**src/rtl/otter_line_arbiter.sv**
```systemverilog
// ---------------------------------------------------------------------------
// otter_line_arbiter
//
// Purpose:
//   Shares the OTTER data-memory line port between the I-cache line-fill
//   requester (IC) and the D-cache requester (DC, fills and write-backs).
//   One 16-byte line transfer is in flight at a time. Every output is
//   registered and is computed from the next FSM state.
//
// Build option:
//   OTTER_ARB_RR_EN  defined   -> round-robin arbitration. The pointer moves
//                                 to the other requester after every grant
//                                 (error responses included). On a tie the
//                                 side the pointer names wins.
//                    undefined -> fixed priority, DC wins every tie.
//
// Parameters:
//   ACTUAL_WIDTH  memory word-address width; a line address is legal when it
//                 is below 2**(ACTUAL_WIDTH+2) and below 32'h1100_0000
//   RD_LAT        memory read latency in cycles, 1..7
//
// Ports:
//   MEM_CLK, MEM_RST_N         clock, synchronous active-low reset
//   IC_REQ/IC_ADDR             IC line-read request (held until IC_ACK)
//   IC_ACK/IC_ERR/IC_LINE      IC completion pulse, range error, read line
//   DC_REQ/DC_WE/DC_ADDR       DC request, 1 = write-back, byte address
//   DC_WLINE                   DC write-back line {w3,w2,w1,w0}
//   DC_ACK/DC_ERR/DC_RLINE     DC completion pulse, range error, read line
//   MEM_ADDR2                  line base byte address to memory
//   MEM_READ2/MEM_WRITE2       one-cycle read / write strobes
//   MEM_w0..3                  write-back words, w0 at the lowest address
//   MEM_r0..3                  read words, valid RD_LAT cycles after MEM_READ2
// ---------------------------------------------------------------------------
module otter_line_arbiter #(
  parameter int ACTUAL_WIDTH = 14,
  parameter int RD_LAT       = 1
) (
  input  logic         MEM_CLK,
  input  logic         MEM_RST_N,
  input  logic         IC_REQ,
  input  logic [31:0]  IC_ADDR,
  output logic         IC_ACK,
  output logic         IC_ERR,
  output logic [127:0] IC_LINE,
  input  logic         DC_REQ,
  input  logic         DC_WE,
  input  logic [31:0]  DC_ADDR,
  input  logic [127:0] DC_WLINE,
  output logic         DC_ACK,
  output logic         DC_ERR,
  output logic [127:0] DC_RLINE,
  output logic [31:0]  MEM_ADDR2,
  output logic         MEM_READ2,
  output logic         MEM_WRITE2,
  output logic [31:0]  MEM_w0,
  output logic [31:0]  MEM_w1,
  output logic [31:0]  MEM_w2,
  output logic [31:0]  MEM_w3,
  input  logic [31:0]  MEM_r0,
  input  logic [31:0]  MEM_r1,
  input  logic [31:0]  MEM_r2,
  input  logic [31:0]  MEM_r3
);

  // Limit kept in 64 bits so large ACTUAL_WIDTH values cannot overflow.
  localparam logic [63:0] LINE_LIMIT = 64'd1 << (ACTUAL_WIDTH + 2);
  localparam logic [31:0] IO_BASE    = 32'h1100_0000;
  // WAIT is entered with RD_LAT-1 and leaves when the count reaches zero,
  // so WAIT lasts exactly RD_LAT cycles.
  localparam logic [2:0]  WAIT_LOAD  = 3'(RD_LAT - 1);

  typedef enum logic [2:0] {
    S_IDLE,
    S_RD,
    S_WAIT,
    S_RESP,
    S_WR,
    S_ERR
  } state_t;

  state_t         r_state;
  state_t         w_state_next;

  logic           r_owner_dc;     // 1 = current transfer belongs to DC
  logic [2:0]     r_wait_cnt;
  logic           r_ic_ack;
  logic           r_ic_err;
  logic [127:0]   r_ic_line;
  logic           r_dc_ack;
  logic           r_dc_err;
  logic [127:0]   r_dc_rline;
  logic [31:0]    r_mem_addr;
  logic           r_mem_read2;
  logic           r_mem_write2;
  logic [127:0]   r_mem_wline;

`ifdef OTTER_ARB_RR_EN
  logic           r_rr_ic;        // 1 = pointer on IC, 0 = pointer on DC
`endif

  logic           w_any_req;
  logic           w_grant_dc;
  logic [31:0]    w_gnt_addr;
  logic           w_gnt_we;
  logic           w_gnt_err;
  logic           w_owner_dc;
  logic           w_ack;
  logic           w_err;

  function automatic logic f_out_of_range(input logic [31:0] addr);
    return ({32'd0, addr} >= LINE_LIMIT) || (addr >= IO_BASE);
  endfunction

  // -------------------------------------------------------------------------
  // Arbitration and next-state logic
  // -------------------------------------------------------------------------
  always_comb begin
    w_state_next = r_state;
    w_any_req    = IC_REQ | DC_REQ;

`ifdef OTTER_ARB_RR_EN
    if (IC_REQ && DC_REQ) begin
      w_grant_dc = ~r_rr_ic;
    end else begin
      w_grant_dc = DC_REQ;
    end
`else
    w_grant_dc = DC_REQ;
`endif

    w_gnt_addr = w_grant_dc ? DC_ADDR : IC_ADDR;
    // IC never writes; DC_WE only counts when DC holds the grant.
    w_gnt_we   = w_grant_dc & DC_WE;
    w_gnt_err  = f_out_of_range(w_gnt_addr);

    case (r_state)
      S_IDLE: begin
        if (w_any_req) begin
          if (w_gnt_err) begin
            w_state_next = S_ERR;
          end else if (w_gnt_we) begin
            w_state_next = S_WR;
          end else begin
            w_state_next = S_RD;
          end
        end
      end
      S_RD:    w_state_next = S_WAIT;
      S_WAIT:  w_state_next = (r_wait_cnt == 3'd0) ? S_RESP : S_WAIT;
      S_WR:    w_state_next = S_RESP;
      S_RESP:  w_state_next = S_IDLE;
      S_ERR:   w_state_next = S_IDLE;
      default: w_state_next = S_IDLE;
    endcase

    // In IDLE the owner is being decided this very cycle; error responses
    // are issued on the next cycle, so the fresh grant must steer ACK/ERR.
    w_owner_dc = (r_state == S_IDLE) ? w_grant_dc : r_owner_dc;
    w_ack      = (w_state_next == S_RESP) || (w_state_next == S_ERR);
    w_err      = (w_state_next == S_ERR);
  end

  // -------------------------------------------------------------------------
  // State register
  // -------------------------------------------------------------------------
  always_ff @(posedge MEM_CLK) begin
    if (!MEM_RST_N) begin
      r_state <= S_IDLE;
    end else begin
      r_state <= w_state_next;
    end
  end

  // -------------------------------------------------------------------------
  // Registered outputs and transfer context
  // -------------------------------------------------------------------------
  always_ff @(posedge MEM_CLK) begin
    if (!MEM_RST_N) begin
      r_owner_dc   <= 1'b0;
      r_wait_cnt   <= 3'd0;
      r_ic_ack     <= 1'b0;
      r_ic_err     <= 1'b0;
      r_ic_line    <= '0;
      r_dc_ack     <= 1'b0;
      r_dc_err     <= 1'b0;
      r_dc_rline   <= '0;
      r_mem_addr   <= '0;
      r_mem_read2  <= 1'b0;
      r_mem_write2 <= 1'b0;
      r_mem_wline  <= '0;
    end else begin
      r_mem_read2  <= (w_state_next == S_RD);
      r_mem_write2 <= (w_state_next == S_WR);
      r_ic_ack     <= w_ack & ~w_owner_dc;
      r_dc_ack     <= w_ack &  w_owner_dc;
      r_ic_err     <= w_err & ~w_owner_dc;
      r_dc_err     <= w_err &  w_owner_dc;

      if ((r_state == S_IDLE) && w_any_req) begin
        r_owner_dc <= w_grant_dc;
        // Error responses leave MEM_ADDR2 on the last real line address.
        if (!w_gnt_err) begin
          r_mem_addr <= {w_gnt_addr[31:4], 4'b0000};
        end
        if (!w_gnt_err && w_gnt_we) begin
          r_mem_wline <= DC_WLINE;
        end
      end

      if (r_state == S_RD) begin
        r_wait_cnt <= WAIT_LOAD;
      end else if ((r_state == S_WAIT) && (r_wait_cnt != 3'd0)) begin
        r_wait_cnt <= r_wait_cnt - 3'd1;
      end

      // Read data is only valid on the final WAIT cycle.
      if ((r_state == S_WAIT) && (r_wait_cnt == 3'd0)) begin
        if (r_owner_dc) begin
          r_dc_rline <= {MEM_r3, MEM_r2, MEM_r1, MEM_r0};
        end else begin
          r_ic_line  <= {MEM_r3, MEM_r2, MEM_r1, MEM_r0};
        end
      end
    end
  end

`ifdef OTTER_ARB_RR_EN
  // Pointer moves away from whoever was just granted.
  always_ff @(posedge MEM_CLK) begin
    if (!MEM_RST_N) begin
      r_rr_ic <= 1'b1;
    end else if ((r_state == S_IDLE) && w_any_req) begin
      r_rr_ic <= w_grant_dc;
    end
  end
`endif

  assign IC_ACK     = r_ic_ack;
  assign IC_ERR     = r_ic_err;
  assign IC_LINE    = r_ic_line;
  assign DC_ACK     = r_dc_ack;
  assign DC_ERR     = r_dc_err;
  assign DC_RLINE   = r_dc_rline;
  assign MEM_ADDR2  = r_mem_addr;
  assign MEM_READ2  = r_mem_read2;
  assign MEM_WRITE2 = r_mem_write2;
  assign MEM_w0     = r_mem_wline[31:0];
  assign MEM_w1     = r_mem_wline[63:32];
  assign MEM_w2     = r_mem_wline[95:64];
  assign MEM_w3     = r_mem_wline[127:96];

endmodule

```
**config.mk**
```make
export PLATFORM = sky130hd
export DESIGN_NAME = otter_line_arbiter
export DESIGN_NICKNAME = d
export VERILOG_FILES = /design/src/rtl/otter_line_arbiter.sv
export SDC_FILE = /design/constraint.sdc
export NUM_CORES = 1
export LEC_CHECK = 0
export ABC_AREA = 0
export BUFFER_PORTS_ARGS = -buffer_cell sky130_fd_sc_hd__clkbuf_2
export CAP_MARGIN = 20
export CORE_AREA = 2 2 294 296
export CTS_CLUSTER_DIAMETER = 200
export CTS_CLUSTER_SIZE = 20
export DETAILED_ROUTE_END_ITERATION = 12
export DIE_AREA = 0 0 296 298
export MAX_ROUTING_LAYER = met4
export PLACE_DENSITY = 0.45
export SLEW_MARGIN = 30
export SYNTH_ARGS = -nofsm -noshare
export SYNTH_HDL_FRONTEND = slang
export SYNTH_SLANG_ARGS = --single-unit
```
**constraint.sdc**
```tcl
create_clock -name MEM_CLK -period 1.7 [get_ports MEM_CLK]
set_input_delay 0.34 -clock MEM_CLK [delete_from_list [all_inputs] [get_ports MEM_CLK]]
set_output_delay 0.34 -clock MEM_CLK [all_outputs]
set_load 0.05 [all_outputs]
```
==> run metrics, run 1 <==
Synth area leader=dfxtp_1; Async SR Flop Fraction=0; CP peak stage delay=between 0.4 and 0.5 ns; Avg Inst Size Synth=8.16 um^2; vias after detailed routing=between 15000 and 20000; Setup crit end=r_mem_wline[32]$_SDFFE_PN0P_; hold_sp=MEM_r2[7]; pwr/cell area=between 1000 and 1500 mW/mm^2; violated checks=setup timing; pin count of the biggest net entering global routing=70; Synth area leaders=dfxtp_1, nand2_1, a21oi_1, nand3_1, clkbuf_1; placed inst area=0.0213 mm^2; CP Class=flip-flop to flip-flop; clk root buf=clkbuf_16; Worst setup EP type=flip-flop; Area Growth Syn to Fin=62.8%; Seq/Total Area, Yosys=0.548; GP Congestion=slightly below 0.8; H-tree levels=1; DR iter-0 viols=just under 700; Rows=~110; TritonCTS clock tree=yes; Startpoint Class=flip-flop; global-route usage over all layers=0.145; list of most frequent post-synthesis cells=nand2_1, dfxtp_1, a21oi_1, nand3_1, clkbuf_1; final-report max-slew violation count=0; die area=~0.09 mm^2; Stages on worst setup path=6; final instance area=between 0.02 and 0.03 mm^2; synth warn=0; Max VDD drop=between 800 and 900 uV; synth unique cells=43; R2R depth=6; Synth Instances=around 1900; Clock Latency Late Sink=just under 0.6 ns; first-pass GRT wire length=~100000 um; Synth Area in Compound Gates=0.174; final number of setup-violating endpoints=approximately 190; EDFF count, synth=0; most frequent cell after synthesis=nand2_1; slowest cell on the critical path=and4_4; R2R Path Start=r_state[1]$_SDFF_PN0_; Reg clk slew, reported paths=~0.090 ns; largest family of logic cells by synthesized area=simple AND/OR/NAND/NOR gates; WL per Instance=17.3 um; layout cells sized above 1=0.349; maxcap violations=0; CTS Buffer Depth=3; setup tns final=-7.39 ns; status=complete, but fails checks; peak fanout along the critical path=40; RR Endpoint=r_mem_wline[32]$_SDFFE_PN0P_; Fmax achieved=~550 MHz; Yosys top cell area share=0.548; Die Wd=a little under 300 um; static leakage=around 10 nW; hold_ws=around 0.038 ns; 1st-pass router iterations=5; Required @ worst endpoint=~2.2 ns; Period Utilization, post-route=1.06; TritonCTS Buffers=25; fin cells=approximately 4000; Synth Area in XOR/XNOR=0.00113; CP Launch Point=r_state[1]$_SDFF_PN0_; initial cell density of the core=0.183; worst path cell trace=buf_4 > nor3_4 > and4_4 > buf_12 > nand3_1 > a21oi_2; top_reg_cell synth=dfxtp_1; CTS Sinks=approximately 430; layout net count=3228; simple logic cell fraction of the synthesized area=0.198; post-DR vias/cell=4.18; min cycle time layout=between 1.5 and 2 ns; Final Skew=between 0.02 and 0.025 ns; CP delay by family, top=simple AND/OR/NAND/NOR gates; RSZ-0062 raised after global routing=true; Tightest Hold Check Type=primary input to flip-flop; Antenna Violating Nets Remaining=0; port bufs=roughly 730; mux contribution to synthesized area=0.0178; Final Hold Viols=0; antenna cells=0; dpl cells=about 3700; core area=between 0.08 and 0.09 mm^2; #FFs+latches synth=425; CP arrival=2.33 ns; Crit path buffers/inverters=2; Final WS setup=-0.110 ns; Die Span Y=between 200 and 300 um; I/O pin count=approximately 750; vias in the first global route=between 15000 and 20000; initial antenna violation count=1; synthesized area=about 0.016 mm^2; Post-DP HPWL=between 40000 and 50000 um; post-synthesis adder-cell area fraction=0.00161; internal reg-to-reg setup slack=-0.11 ns; Total Wirelength=between 70000 and 80000 um; overall overflow remaining after global route=0; Residual DRC=0
-- layout by cell type (no fill, tap or decap), types with 4 or more instances in the layout --
cell type	instances
clkbuf_2	732
nand2_1	531
dfxtp_1	419
a21oi_1	361
dlygate4sd3_1	238
nand3_1	127
buf_4	89
o21ai_1	76
o21ai_0	57
buf_12	41
clkbuf_16	38
a21oi_2	26
nor3_1	18
inv_1	16
mux2_2	13
mux2i_1	13
buf_6	12
nand2_2	11
nor2_1	8
buf_16	7
dfxtp_2	6
buf_8	6
nand3_2	5
nor4_1	4
nor4_2	4
conb_1	4
-- timing repair --
| action | 4_1_cts | 5_1_grt |
|---|---|---|
| buffers inserted | 4 | 11 |
| hold buffers | 236 | 2 |
| gates cloned | 1 | 18 |
| pin swaps | 15 | 13 |
| hold endpoints to repair | 345 | 2 |
| endpoints found under the setup margin | 374 | 421 |
| resized for setup | 19 | 65 |
-- stage by stage --
step | utilization | power, W | worst slack, ns
floorplan | - | 0.0167 | 0.0305
global placement | 0.251 | 0.0198 | -0.260
detailed placement | 0.251 | 0.0198 | -0.259
CTS | 0.289 | 0.0269 | -0.129
global route | 0.298 | 0.0288 | -0.208
finish | 0.298 | 0.0274 | -0.110
-- worst min path at each step --
stage	slack, ns	depth (start not counted)	end
after floorplan	0.45	2	r_wait_cnt[2]$_SDFFE_PP0P_
after detailed placement	0.42	2	MEM_ADDR2[23]$_SDFFE_PN0P_
final	0.04	3	IC_LINE[71]$_SDFFE_PN0P_
after global placement	0.42	2	MEM_ADDR2[19]$_SDFFE_PN0P_
after CTS	0.001	3	IC_LINE[71]$_SDFFE_PN0P_
after global routing	0.007	3	r_mem_wline[11]$_SDFFE_PN0P_
-- sequential cells by signal, summed over array words and instances (netlist names) --
name and flops:
DC_ACK 1, DC_ERR 1, DC_RLINE 128, IC_ACK 1, IC_ERR 1, IC_LINE 128, MEM_ADDR2 28, MEM_READ2 1
MEM_WRITE2 1, r_mem_wline 128, r_owner_dc 1, r_state 3, r_wait_cnt 3
-- where the power goes --
group / internal (W) / total [W] / switching (W) / leakage [nW]
registers: 0.0108 / 0.0112 / 0.000457 / 3.44
logic: 0.00353 / 0.00992 / 0.00639 / 6.57
clock network: 0.00264 / 0.00623 / 0.00359 / 0.315
-- layout make-up --
| cell class | count | area, um^2 |
|---|---|---|
| inverters | 19 | 78.8 |
| multi-input cells | 1290 | 6290 |
| repair buffers | 1140 | 8300 |
| clock buffers | 25 | 626 |
| well taps | 1144 | 1430 |
| fillers | 9297 | 59600 |
| flip-flops and latches | 425 | 8520 |
| clock inverters | 1 | 16.3 |
-- worst reg2reg max path, delay by kind of cell, from the launching register on --
kind / cells / cell delay [ns]
AOI/OAI and AO/OA: 1 / 0.16
buffers and inverters: 2 / 0.41
and+or+nand+nor: 3 / 0.85
DFF: 1 / 0.34
-- metal layers --
metal | vias to the layer above | GRT usage | wire [um]
li1 | 8350 | - | -
met1 | 7893 | 0.163 | 28200
met2 | 594 | 0.255 | 34900
met3 | 80 | 0.0346 | 4990
met4 | 0 | 0.0410 | 2050
met5 | - | - | 0
-- cells by family (layout without fill, tap and decap cells) --
kind of cell | Yosys count | in the layout
mux | 26 | 26
xor+xnor | 2 | 2
flops | 425 | 425
buf+inv | 189 | 1185
compound gates | 528 | 528
simple gates | 728 | 728
other cells | 1 | 4
fa+ha+maj | 2 | 2
Note: power is estimated with default switching activity, not from simulation.
==> run 2, diff against run 1 <==
Settings changed: GPL_TIMING_DRIVEN from default to 0, PLACE_DENSITY 0.45 to default, PLACE_DENSITY_LB_ADDON from default to 0.25.
==> run 2 against run 1 <==
Compared with the run above: the flow still finishes with violations (setup timing); core utilization rose by 0.80 points; total power is 0.99% higher; sequential power about the same; register-to-register slack better by 0.02 ns.
==> run metrics, run 2 (synthesized netlist as in run 1, its figures left out) <==
commonest non-fill, non-tap cell in the layout=clkbuf_2; slowest cell on the critical path=dfxtp_4; Final WS setup=-0.0875 ns (+0.0229 ns); Die Wd=296 um (unchanged); most frequent cells in the layout=clkbuf_2, nand2_1, dfxtp_1; layout cells sized above 1=0.400 (+0.0518); Crit path buffers/inverters=2 (unchanged); hold path depth=3 (unchanged); wl on met1=30900 um (+9.7%); Period Utilization, post-route=1.05 (-0.0135); Die Span Y=298 um (unchanged); peak fanout along the critical path=10 (-75%); R2R depth=6 (unchanged); Tightest Hold Check Type=primary input to flip-flop; Final Hold Viols=0 (unchanged); initial antenna violation count=7 (+6); maxcap violations=0 (unchanged); port bufs=734 (unchanged); vias after detailed routing=17300 (+2.2%); RSZ-0062 raised after global routing=true; die area=0.0882 mm^2 (unchanged); I/O pin count=747 (unchanged); Required @ worst endpoint=2.24 ns (+0.02 ns); H-tree levels=1 (unchanged); Post-DP HPWL=59000 um (+20%); clk root buf=clkbuf_16; worst path cell trace=nor3_4 > and4_4 > clkbuf_16 > buf_6 > nand3_1 > a21oi_1; TritonCTS clock tree=yes; vias in the first global route=17200 (+5.6%); GP Congestion=0.827 (+4.7%); max_slew headroom=0.251; Max VDD drop=719 uV (-13%); layout net count=3254 (+0.81%); met2 wire length=39700 um (+14%); post-DR vias/cell=4.24 (+1.4%); layout filler cell count=9289 (-0.086%); TritonCTS Buffers=25 (unchanged); Startpoint Class=flip-flop; Max Used Layer=met4; Residual DRC=0 (unchanged); CP peak stage delay=0.38 ns (-0.04 ns); Antenna Violating Nets Remaining=0 (unchanged); initial cell density of the core=0.183 (unchanged); Total Wirelength=79500 um (+13%); placed inst area=0.0206 mm^2 (-3.3%); status=complete, but fails checks; CTS Buffer Depth=3 (unchanged); CP Class=flip-flop to flip-flop; pwr/cell area=1070 mW/mm^2 (-1.7%); Clock Latency Late Sink=0.60 ns (about the same); WL per Instance=19.5 um (+12%); static leakage=10.5 nW (+2.0%); Core Util, Final=0.306 (+0.00800); Reg clk slew, reported paths=0.10 ns (about the same); violated checks=setup timing; CTS Sinks=425 (unchanged); Worst setup EP type=flip-flop; pin count of the biggest net entering global routing=21 (-70%); DR iter-0 viols=743 (+10%); 1st-pass router iterations=5 (unchanged); Final Skew=0.0149 ns (-0.00615 ns); met3 routed WL=5710 um (+14%); final number of setup-violating endpoints=144 (-25%); Stages on worst setup path=6 (unchanged); final-report max-slew violation count=0 (unchanged); core area=0.0849 mm^2 (unchanged); final instance area=0.0259 mm^2 (+2.7%); Area Growth Syn to Fin=67.2%; setup tns final=-4.80 ns (+2.59 ns); Rows=107 (unchanged); CP arrival=2.32 ns (about the same); first-pass GRT wire length=110000 um (+13%); Fmax achieved=559 MHz (+1.3%); total power draw=0.0277 W (+0.99%); overall overflow remaining after global route=0 (unchanged); global-route usage over all layers=0.170 (+0.0243); CP delay by family, top=simple AND/OR/NAND/NOR gates; Worst Tran Pin Value=between 1 and 1.5 ns; min cycle time layout=1.79 ns (-0.0229 ns)
==> run 2: changes by cell type in the layout (fill, tap and decap cells not counted), moves of 18 or more <==
cell	change
a21oi_2	+78
clkbuf_1	+55
buf_4	-67
nand2_1	-48
a21oi_1	-78
o21ai_0	-22
o21ai_2	+33
nand3_1	-20
buf_8	+22
nand2_4	+37
buf_12	-23
nand3_2	+18
clkbuf_4	+25
==> run 2: cell type report <==
| cell class | instances | area, um^2 | area share |
|---|---|---|---|
| clock inverters | 2 | 25.0 | 0.000965 |
| repair buffers | 999 | 6640 | 0.256 |
| inverters | 19 | 71.3 | 0.00275 |
| diodes | 7 | 17.5 | 0.000675 |
| plain buffers | 167 | 1490 | 0.0573 |
| multi-input cells | 1290 | 7120 | 0.275 |
| flip-flops and latches | 425 | 8520 | 0.328 |
| clock buffers | 25 | 626 | 0.0241 |
| well taps | 1144 | 1430 | 0.0552 |
==> run 2: metal layers <==
layer,up-vias,track usage
li1,8434,-
met1,8126,0.185
met2,612,0.298
met3,119,0.0409
met4,0,0.0607
met5,-,-
==> run 2: worst paths after layout <==
path                         startpoint                            end  slack (ns)
min reg2reg  MEM_ADDR2[16]$_SDFFE_PN0P_     MEM_ADDR2[16]$_SDFFE_PN0P_        0.43
min                       DC_WLINE[117]  r_mem_wline[117]$_SDFFE_PN0P_        0.01
max reg2reg       r_state[1]$_SDFF_PN0_   r_mem_wline[80]$_SDFFE_PN0P_       -0.09
max               r_state[1]$_SDFF_PN0_   r_mem_wline[80]$_SDFFE_PN0P_       -0.09
==> run 2: where the power goes <==
part | leakage, nW | total [W] | switching (W) | internal (W)
clock | 0.320 | 0.00628 | 0.00363 | 0.00265
sequential | 3.44 | 0.0113 | 0.000527 | 0.0108
combinational | 6.77 | 0.0101 | 0.00667 | 0.00340
==> run 2: per-stage QoR <==
stage	instances	hold WS, ns	worst slack [ns]
floorplan	1904	0.454	0.0305
global placement	3782	0.424	-1.57
detailed placement	3782	0.427	-0.908
CTS	4050	0.000105	-0.123
global route	4078	0.00159	-0.150
finish	4078	0.0109	-0.0875
==> run 2: timing repair <==
| action | in CTS | in global routing |
|---|---|---|
| hold endpoints to repair | 335 | 3 |
| setup buffers | 14 | 6 |
| hold buffers | 225 | 3 |
| pin swaps | 12 | 121 |
| gates resized for setup | 207 | 332 |
| gates cloned | 4 | 13 |
| setup endpoints to repair | 419 | 406 |
==> run 2: worst min-delay path: cells and delay by family <==
family	cells	cell delay (ns)
buf+inv	1	0.09
simple gates	1	0.07
compound gates	1	0.06
==> run 3, diff against run 2 <==
Clock period 1.7 ns to 1.5 ns, I/O delays scaled along.
==> run 3 against run 2 <==
Compared with the run above: the flow still finishes with violations (setup timing); non-clock buffer count grew 47; sequential power grew 14%; combinational power increased by 23%; final cell count is 1.2% higher; wire length is 5.2% higher; clock skew rose by 0.0068 ns; sequential share of layout area down 1.1 points; worst hold slack improved by 0.0022 ns; via count is 1.0% higher; largest power group unchanged.
==> run metrics, run 3 (synthesized netlist as in run 1, its figures left out) <==
Worst Tran Pin Value=0.802 ns (-0.321 ns); violated checks=setup timing; peak fanout along the critical path=5 (-5); final-report max-slew violation count=0 (unchanged); Net Switching=0.0127 W (+17%); pin count of the biggest net entering global routing=21 (unchanged); Residual DRC=0 (unchanged); Period Utilization, post-route=1.22 (+0.165); WHS Endpoint=IC_LINE[122]$_SDFFE_PN0P_; layout net count=3301 (+1.4%); Tightest Hold Check Type=primary input to flip-flop; GP Congestion=0.897 (+8.5%); R2R Path Start=r_state[0]$_SDFF_PN0_; Final Skew=0.0217 ns (+0.00677 ns); global-route usage over all layers=0.181 (+0.0114); Int Power=0.0197 W (+17%); met2 wire length=42200 um (+6.3%); internal reg-to-reg setup slack=-0.33 ns (-0.24 ns); initial antenna violation count=9 (+2); RSZ-0062 raised after global routing=true; fin cells=4128 (+1.2%); Required @ worst endpoint=2.02 ns (-0.22 ns); Max Used Layer=met4; Area Growth Syn to Fin=73.2%; 1st-pass router iterations=5 (unchanged); Rows=107 (unchanged); Antenna Violating Nets Remaining=0 (unchanged); static leakage=10.9 nW (+3.2%); Total Wirelength=83700 um (+5.2%); sequential share of power=0.397 (-0.012); vias in the first global route=17200 (+0.28%); Final WS setup=-0.325 ns (-0.238 ns); CP Class=flip-flop to flip-flop; Max VDD drop=726 uV (+1.0%); clk root buf=clkbuf_16; overall overflow remaining after global route=0 (unchanged); TritonCTS Buffers=25 (unchanged); die area=0.0882 mm^2 (unchanged); Startpoint Class=flip-flop; Reg clk slew, reported paths=0.09 ns (about the same); port bufs=734 (unchanged); Post-DP HPWL=61500 um (+4.1%); CP arrival=2.35 ns (+0.03 ns); Fmax achieved=548 MHz (-2.1%); hold_sp=MEM_r3[26]; Worst setup EP type=flip-flop; WL per Instance=20.3 um (+3.9%); status=complete, but fails checks; I/O pin count=747 (unchanged); hold path depth=3 (unchanged); min cycle time layout=1.83 ns (+0.0377 ns); Die Span Y=298 um (unchanged); max_slew headroom=0.465 (+0.214); CTS Buffer Depth=3 (unchanged); Place WS=-0.955 ns (-0.0471 ns); vias after detailed routing=17500 (+1.0%); layout filler cell count=9120 (-1.8%); wl on met1=32700 um (+5.6%); initial cell density of the core=0.183 (unchanged); CTS Sinks=425 (unchanged); first-pass GRT wire length=116000 um (+5.6%); final number of setup-violating endpoints=816 (+470%); R2R depth=8 (+2); H-tree levels=1 (unchanged); RR Endpoint=IC_LINE[82]$_SDFFE_PN0P_; maxcap violations=0 (unchanged); Clock Latency Late Sink=0.59 ns (about the same); Comb power frac=0.384 (+0.020); Die Wd=296 um (unchanged); core area=0.0849 mm^2 (unchanged); most frequent cells in the layout=clkbuf_2, dfxtp_1, nand2_1; commonest non-fill, non-tap cell in the layout=clkbuf_2; dpl cells=3782 (unchanged); TritonCTS clock tree=yes; switching share of power=0.392 (+0.000511); post-DR vias/cell=4.23 (-0.22%); layout cells sized above 1=0.415 (+0.0145); hold_ws=0.0131 ns (+0.00218 ns); Clock power frac=0.219 (-0.008); met3 routed WL=5610 um (-1.9%); DR iter-0 viols=743 (unchanged); Final Hold Viols=0 (unchanged); pwr/cell area=1210 mW/mm^2 (+13%)
run 3: cell count changes in the layout (fill, tap and decap cells not counted), moves of 8 or more:
cell and change:
dlygate4sd3_1 +25, o21ai_2 -34, o21ai_0 -11, buf_6 +8, nand2_1 -73, clkbuf_4 -24, nand2_4 +24, o21ai_1 +47
clkbuf_2 +18, clkbuf_16 +22, nand2_2 +49
run 3: how the worst max path moves through the flow:
stage,from,endpoint,slack (ns),depth (start not counted)
2_1_floorplan,DC_ADDR[23],MEM_ADDR2[12]$_SDFFE_PN0P_,-0.08,7
6_report,r_state[0]$_SDFF_PN0_,IC_LINE[82]$_SDFFE_PN0P_,-0.33,8
5_1_grt,r_state[1]$_SDFF_PN0_,IC_LINE[82]$_SDFFE_PN0P_,-0.43,8
4_1_cts,r_state[1]$_SDFF_PN0_,IC_LINE[34]$_SDFFE_PN0P_,-0.34,9
3_5_place_dp,MEM_RST_N,DC_RLINE[125]$_SDFFE_PN0P_,-0.96,5
3_3_place_gp,MEM_RST_N,DC_RLINE[126]$_SDFFE_PN0P_,-1.38,5
run 3: power groups by stage:
stage | logic, W | clock network [W] | registers [W]
final | 0.0124 | 0.00711 | 0.0129
after global placement | 0.00926 | 0 | 0.0130
after global routing | 0.0132 | 0.00774 | 0.0130
after CTS | 0.0116 | 0.00743 | 0.0128
after floorplan | 0.00303 | 0 | 0.0160
after detailed placement | 0.00925 | 0 | 0.0130
run 3: final cells by class:
cell class                      count  area [um^2]  area share
Antenna cell                       10         25.0    0.000931
Clock buffer                       25          626      0.0233
Multi-Input combinational cell   1290         7310       0.272
Clock inverter                      2         25.0    0.000931
Sequential cell                   425         8520       0.317
Tap cell                         1144         1430      0.0533
Inverter                           19         71.3     0.00265
Buffer                            167         1610      0.0598
Timing Repair Buffer             1046         7270       0.270
run 3: what timing repair did:
action,in CTS,in global routing
endpoints found under the setup margin,836,836
endpoints found under the hold margin,377,0
hold buffers,253,0
setup buffers,15,10
gates cloned,20,17
gates resized for setup,270,194
pin swaps,113,69
run 3: through the flow:
| stage | setup TNS (ns) | instance area [um^2] | util | total power (W) |
|---|---|---|---|---|
| CTS | -139.20 | 25800 | 0.304 | 0.0319 |
| finish | -90.18 | 26900 | 0.317 | 0.0324 |
| floorplan | -10.87 | 15900 | - | 0.0190 |
| global route | -157.37 | 26900 | 0.317 | 0.0339 |
| global placement | -317.21 | 21000 | 0.248 | 0.0223 |
| detailed placement | -263.55 | 21000 | 0.248 | 0.0223 |
run 3: layer usage:
| layer | global-route usage | up-vias |
|---|---|---|
| li1 | - | 8547 |
| met1 | 0.198 | 8225 |
| met2 | 0.321 | 581 |
| met3 | 0.0413 | 111 |
| met4 | 0.0618 | 0 |
| met5 | - | - |
run 3: critical path, stage by stage, from the launching register on:
cell       delay [ns]
dfxtp_2          0.37
or3b_4           0.42
nor3b_4          0.20
buf_6            0.14
buf_6            0.12
buf_12           0.15
clkbuf_16        0.16
nand2_2          0.06
a21oi_2          0.12
